<file path="src/rtl/rvfi_retire_sequencer.sv">
// rvfi_retire_sequencer: serialises up to NRET RVFI retirements per cycle, in program order,
// into a FIFO and presents them one at a time to the ISS stepping logic.
//
// Ports:
//   clk, reset                  clock, synchronous active-high reset
//   rvfi_valid_i/order/pc/insn/trap  per-lane retirement inputs (lane k at [k*W +: W])
//   irq_i                       interrupt lines, snapshotted into every entry of a pushed group
//   step_valid_o/step_ready_i   head handshake; step_*_o carry the head entry
//   count_o                     FIFO occupancy
//   overflow_o                  sticky: a whole retirement group was dropped for lack of space
//   order_err_o                 sticky: an accepted entry broke the order+1 sequence
module rvfi_retire_sequencer #(
  parameter int unsigned NRET    = 2,
  parameter int unsigned XLEN    = 32,
  parameter int unsigned ILEN    = 32,
  parameter int unsigned DEPTH   = 8,
  parameter int unsigned ORDER_W = 64,
  parameter int unsigned IRQ_W   = 32
) (
  input  logic                       clk,
  input  logic                       reset,
  input  logic [NRET-1:0]            rvfi_valid_i,
  input  logic [NRET*ORDER_W-1:0]    rvfi_order_i,
  input  logic [NRET*XLEN-1:0]       rvfi_pc_i,
  input  logic [NRET*ILEN-1:0]       rvfi_insn_i,
  input  logic [NRET-1:0]            rvfi_trap_i,
  input  logic [IRQ_W-1:0]           irq_i,
  output logic                       step_valid_o,
  input  logic                       step_ready_i,
  output logic [XLEN-1:0]            step_pc_o,
  output logic [ILEN-1:0]            step_insn_o,
  output logic                       step_trap_o,
  output logic [ORDER_W-1:0]         step_order_o,
  output logic [IRQ_W-1:0]           step_irq_o,
  output logic [$clog2(DEPTH):0]     count_o,
  output logic                       overflow_o,
  output logic                       order_err_o
);

  localparam int unsigned PW = (DEPTH > 1) ? $clog2(DEPTH) : 1;
  localparam int unsigned CW = $clog2(DEPTH) + 1;
  localparam logic [CW-1:0] DepthC = CW'(DEPTH);

  // Entry storage is not reset; outputs are masked while the FIFO is empty.
  logic [XLEN-1:0]    pc_q    [DEPTH];
  logic [XLEN-1:0]    pc_d    [DEPTH];
  logic [ILEN-1:0]    insn_q  [DEPTH];
  logic [ILEN-1:0]    insn_d  [DEPTH];
  logic               trap_q  [DEPTH];
  logic               trap_d  [DEPTH];
  logic [ORDER_W-1:0] order_q [DEPTH];
  logic [ORDER_W-1:0] order_d [DEPTH];
  logic [IRQ_W-1:0]   irq_q   [DEPTH];
  logic [IRQ_W-1:0]   irq_d   [DEPTH];

  logic [PW-1:0]      wr_ptr_q, wr_ptr_d;
  logic [PW-1:0]      rd_ptr_q, rd_ptr_d;
  logic [CW-1:0]      count_q, count_d;
  logic               overflow_q, overflow_d;
  logic               order_err_q, order_err_d;
  logic               first_q, first_d;
  logic [ORDER_W-1:0] exp_order_q, exp_order_d;

  logic [CW-1:0]      pcount;
  logic               accept;
  logic               pop;
  logic [PW-1:0]      n_written;
  logic [PW-1:0]      slot;
  logic [ORDER_W-1:0] lane_order;

  always_comb begin
    pcount = '0;
    for (int k = 0; k < NRET; k++) begin
      pcount = pcount + CW'(rvfi_valid_i[k]);
    end
    // Capacity uses the occupancy before any same-cycle pop.
    accept = (pcount <= (DepthC - count_q));
    pop    = (count_q != '0) && step_ready_i;
  end

  // Push path: compact valid lanes into consecutive slots and run the order check.
  always_comb begin
    pc_d        = pc_q;
    insn_d      = insn_q;
    trap_d      = trap_q;
    order_d     = order_q;
    irq_d       = irq_q;
    n_written   = '0;
    slot        = '0;
    lane_order  = '0;
    first_d     = first_q;
    exp_order_d = exp_order_q;
    order_err_d = order_err_q;

    if (accept) begin
      for (int k = 0; k < NRET; k++) begin
        if (rvfi_valid_i[k]) begin
          slot          = wr_ptr_q + n_written;
          lane_order    = rvfi_order_i[k*ORDER_W +: ORDER_W];
          pc_d[slot]    = rvfi_pc_i[k*XLEN +: XLEN];
          insn_d[slot]  = rvfi_insn_i[k*ILEN +: ILEN];
          trap_d[slot]  = rvfi_trap_i[k];
          order_d[slot] = lane_order;
          irq_d[slot]   = irq_i;
          if (first_d) begin
            first_d = 1'b0;
          end else if (lane_order != exp_order_d) begin
            order_err_d = 1'b1;
          end
          exp_order_d = lane_order + ORDER_W'(1);
          n_written   = n_written + PW'(1);
        end
      end
    end
  end

  always_comb begin
    wr_ptr_d   = wr_ptr_q + n_written;
    rd_ptr_d   = pop ? rd_ptr_q + PW'(1) : rd_ptr_q;
    count_d    = count_q + (accept ? pcount : '0) - CW'(pop);
    overflow_d = overflow_q | ~accept;
  end

  always_ff @(posedge clk) begin
    if (reset) begin
      wr_ptr_q    <= '0;
      rd_ptr_q    <= '0;
      count_q     <= '0;
      overflow_q  <= 1'b0;
      order_err_q <= 1'b0;
      first_q     <= 1'b1;
      exp_order_q <= '0;
    end else begin
      wr_ptr_q    <= wr_ptr_d;
      rd_ptr_q    <= rd_ptr_d;
      count_q     <= count_d;
      overflow_q  <= overflow_d;
      order_err_q <= order_err_d;
      first_q     <= first_d;
      exp_order_q <= exp_order_d;
    end
  end

  // Storage only changes on accepted pushes; reset leaves it as-is since count gates the outputs.
  always_ff @(posedge clk) begin
    if (!reset) begin
      pc_q    <= pc_d;
      insn_q  <= insn_d;
      trap_q  <= trap_d;
      order_q <= order_d;
      irq_q   <= irq_d;
    end
  end

  always_comb begin
    step_valid_o = (count_q != '0);
    step_pc_o    = step_valid_o ? pc_q[rd_ptr_q]    : '0;
    step_insn_o  = step_valid_o ? insn_q[rd_ptr_q]  : '0;
    step_trap_o  = step_valid_o ? trap_q[rd_ptr_q]  : 1'b0;
    step_order_o = step_valid_o ? order_q[rd_ptr_q] : '0;
    step_irq_o   = step_valid_o ? irq_q[rd_ptr_q]   : '0;
    count_o      = count_q;
    overflow_o   = overflow_q;
    order_err_o  = order_err_q;
  end

endmodule

</file>
<file path="config.mk">
export PLATFORM = sky130hd
export DESIGN_NAME = rvfi_retire_sequencer
export DESIGN_NICKNAME = d
export VERILOG_FILES = /design/src/rtl/rvfi_retire_sequencer.sv
export SDC_FILE = /design/constraint.sdc
export NUM_CORES = 2
export LEC_CHECK = 0
export CAP_MARGIN = 10
export CELL_PAD_IN_SITES_DETAIL_PLACEMENT = 1
export CELL_PAD_IN_SITES_GLOBAL_PLACEMENT = 2
export CORE_MARGIN = 3
export CORE_UTILIZATION = 41
export CTS_CLUSTER_SIZE = 14
export DETAILED_ROUTE_END_ITERATION = 12
export GPL_TIMING_DRIVEN = 0
export PLACE_DENSITY_LB_ADDON = 0.1
export SLEW_MARGIN = 30
export SYNTH_ARGS = -nofsm -noshare
export SYNTH_HDL_FRONTEND = slang
export SYNTH_SLANG_ARGS = --single-unit
</file>
<file path="constraint.sdc">
create_clock -name clk -period 68.4 [get_ports clk]
set_clock_uncertainty 0.15 [all_clocks]
set_input_delay 13.68 -clock clk [delete_from_list [all_inputs] [get_ports clk]]
set_output_delay 13.68 -clock clk [all_outputs]
set_load 0.01 [all_outputs]
</file>
==> impl_metrics.json <==
{
  "clkTransAtPathRegs_ps": 60,
  "cp-start-kind": "primary input",
  "place.gp.congestion": 1.017,
  "post_dp_cell_area_um2": 91410,
  "finalNetCount": 8350,
  "numCtsBuffers": 167,
  "synthesis.area_um2": 83370,
  "arrival_ps": 19400,
  "grt_max_degree": 49,
  "synth_ff_type": "edfxtp_1",
  "clock_sinks": 1365,
  "rsz0062_at_grt": "no",
  "drive_above_1_share_pct": 14.01,
  "hp-class": "register to register",
  "postCtsSetupBuffers": 0,
  "dr.pass1.iters": 5,
  "routed_wl_um": 378400,
  "start_util_pct": 41.50,
  "core_region_area_um2": 200900,
  "io_buffers": 281,
  "die_h_um": 456.9,
  "synth_top_area_share_pct": 46.39,
  "die_w_um": 456.9,
  "clkLatencyLatePin_ps": 840,
  "finalCritPeriodShare_pct": 27.73,
  "status": "finished, final reports clean",
  "end_kind": "register",
  "avgSynthCellArea_um2": 11.11,
  "remaining_drc_errors": 0,
  "dpl.hpwl_um": 274700,
  "vias": 68420,
  "synth_top_cells_by_count": "edfxtp_1, mux2i_1, nor2_1",
  "ant_nets": 0,
  "vdd_drop_max_mv": 0.02842,
  "hold_buffers": 0,
  "detail_route.wl_per_cell_um": 34.83,
  "async_flop_share_pct": 0,
  "power_density_nw_per_um2": 46.00,
  "crit_fanout": 10,
  "setup-violations-final": 0,
  "slew_headroom_pct": 17.36,
  "synth_area_leaders": "edfxtp_1, mux2i_1, mux4_2, nor2_1, a21oi_1",
  "worstSetupPathType": "primary input to register",
  "grt_pass1_wl_um": 530500,
  "dr.first_iter.drc_count": 8008,
  "max_slew.worst_pin.slew_ps": 1228,
  "grt_pass1_vias": 69160,
  "htree_levels": 4,
  "viasPerCell": 6.299,
  "rows": 164,
  "grt_overflow": 0,
  "seq_area_frac_synth_pct": 48.24,
  "syn_inst": 7505,
  "die_area_um2": 208800,
  "layout.core_utilization_pct": 48.19,
  "ctsResizeCount": 0,
  "finalPower_mw": 4.453,
  "p_leak_nw": 34.47,
  "track_usage_pct": 35.21,
  "synth_fp_nets": 7818,
  "synth-seq-cells": 1365,
  "io-pin-count": 463,
  "cp.required_ps": 68840,
  "grt_antenna_before_repair": 68,
  "area_delta_synth_final_pct": 16.10,
  "drv_cap": 0,
  "synth_edf_count": 1288,
  "cts_tree": "built",
  "synth_warnings": 0,
  "synth.distinct_cells": 73,
  "yosys.area.top_type": "edfxtp_1",
  "period_minus_slack_ps": 18970,
  "finalInstanceArea_um2": 96800,
  "synth_most_common_cell": "edfxtp_1",
  "fmax_ghz": 0.05273,
  "clock_path_buffers": 3,
  "drv_slew": 0,
  "hold_viol_final": 0,
  "cts_root_buf": "clkbuf_16"
}
worst max-delay path, stage by stage:
cell	delay, ps
clkdlybuf4s50_1	690
nand4_1	700
nor4_1	700
buf_2	390
nand4_1	550
nor2_1	590
nor3_1	230
nor4_1	450
nand4_1	220
a2111oi_0	780
a41oi_1	390
power by group:
group / switching (mW) / internal [mW]
Sequential: 0.200 / 1.47
Combinational: 1.08 / 0.825
Clock: 0.388 / 0.496
Total: 1.66 / 2.79
cells in the final DEF, fill, tap and decap left out, types with 43 or more instances in the layout:
cell,count
nand3_1,67
o21ai_0,549
xor2_1,98
nand4_1,94
clkdlybuf4s50_1,281
buf_2,75
mux2_2,256
clkbuf_1,563
xnor2_1,192
nand2_1,647
clkbuf_16,171
dfxtp_1,77
buf_1,115
nor2_1,867
edfxtp_1,1288
inv_1,43
clkbuf_2,143
mux2i_1,1174
mux4_2,322
a21oi_1,592
nor3_1,51
worst paths after layout:
path	startpoint	to	slack [ps]	depth (start not counted)
worst min-delay path	exp_order_q[20]$_SDFFE_PP0N_	exp_order_q[20]$_SDFFE_PP0N_	330	2
worst min register to register	exp_order_q[20]$_SDFFE_PP0N_	exp_order_q[20]$_SDFFE_PP0N_	330	2
worst max register to register	count_o[0]$_SDFF_PP0_	insn_q[187]$_DFFE_PP_	63350	14
worst max-delay path	rvfi_order_i[10]	order_err_o$_SDFFE_PP0N_	49430	11
stage by stage:
stage	TNS, ps	instances	hold WS (ps)	setup slack, ps
floorplan	0	7505	298.3	16090
global placement	-4846100	10440	313.0	-4902
detailed placement	0	10520	321.5	48960
CTS	0	10820	329.1	49400
global route	0	10840	362.5	49410
finish	0	10860	328.7	49430
cell type report:
class,instances,area (µm²)
timing repair buffer,363,4498
clock inverter,77,709.4
antenna,35,87.58
multi-input combinational,5250,39830
clock buffer,226,4506
buffer,847,3467
fill,21460,104100
sequential,1365,40220
tap,2656,3323
inverter,43,161.4
logic make-up after synthesis:
family / share of synthesized area, %
AO/OA/AOI/OAI: 8.302
XOR/XNOR: 3.100
adder cells (fa/ha/maj): 0.2881
buffers and inverters: 4.145
flip-flops: 48.24
multiplexers: 26.25
AND/OR/NAND/NOR: 9.675
sequential cells by signal (all words and copies together) (netlist names):
signal       count
first_q          1
order_q        512
overflow_o       1
exp_order_q     64
count_o          4
trap_q           8
insn_q         256
wr_ptr_q         3
rd_ptr_q         3
irq_q          256
order_err_o      1
pc_q           256
metal layers:
metal / vias to the layer above / share of wire (%) / GRT usage [%]
met5: - / 0.057 / 0
met4: 32 / 5.2 / 16.47
met3: 728 / 8.4 / 6.648
met2: 3299 / 46 / 55.11
met1: 35510 / 41 / 47.30
li1: 28860 / - / -
Power figures use the tool's default switching activity.
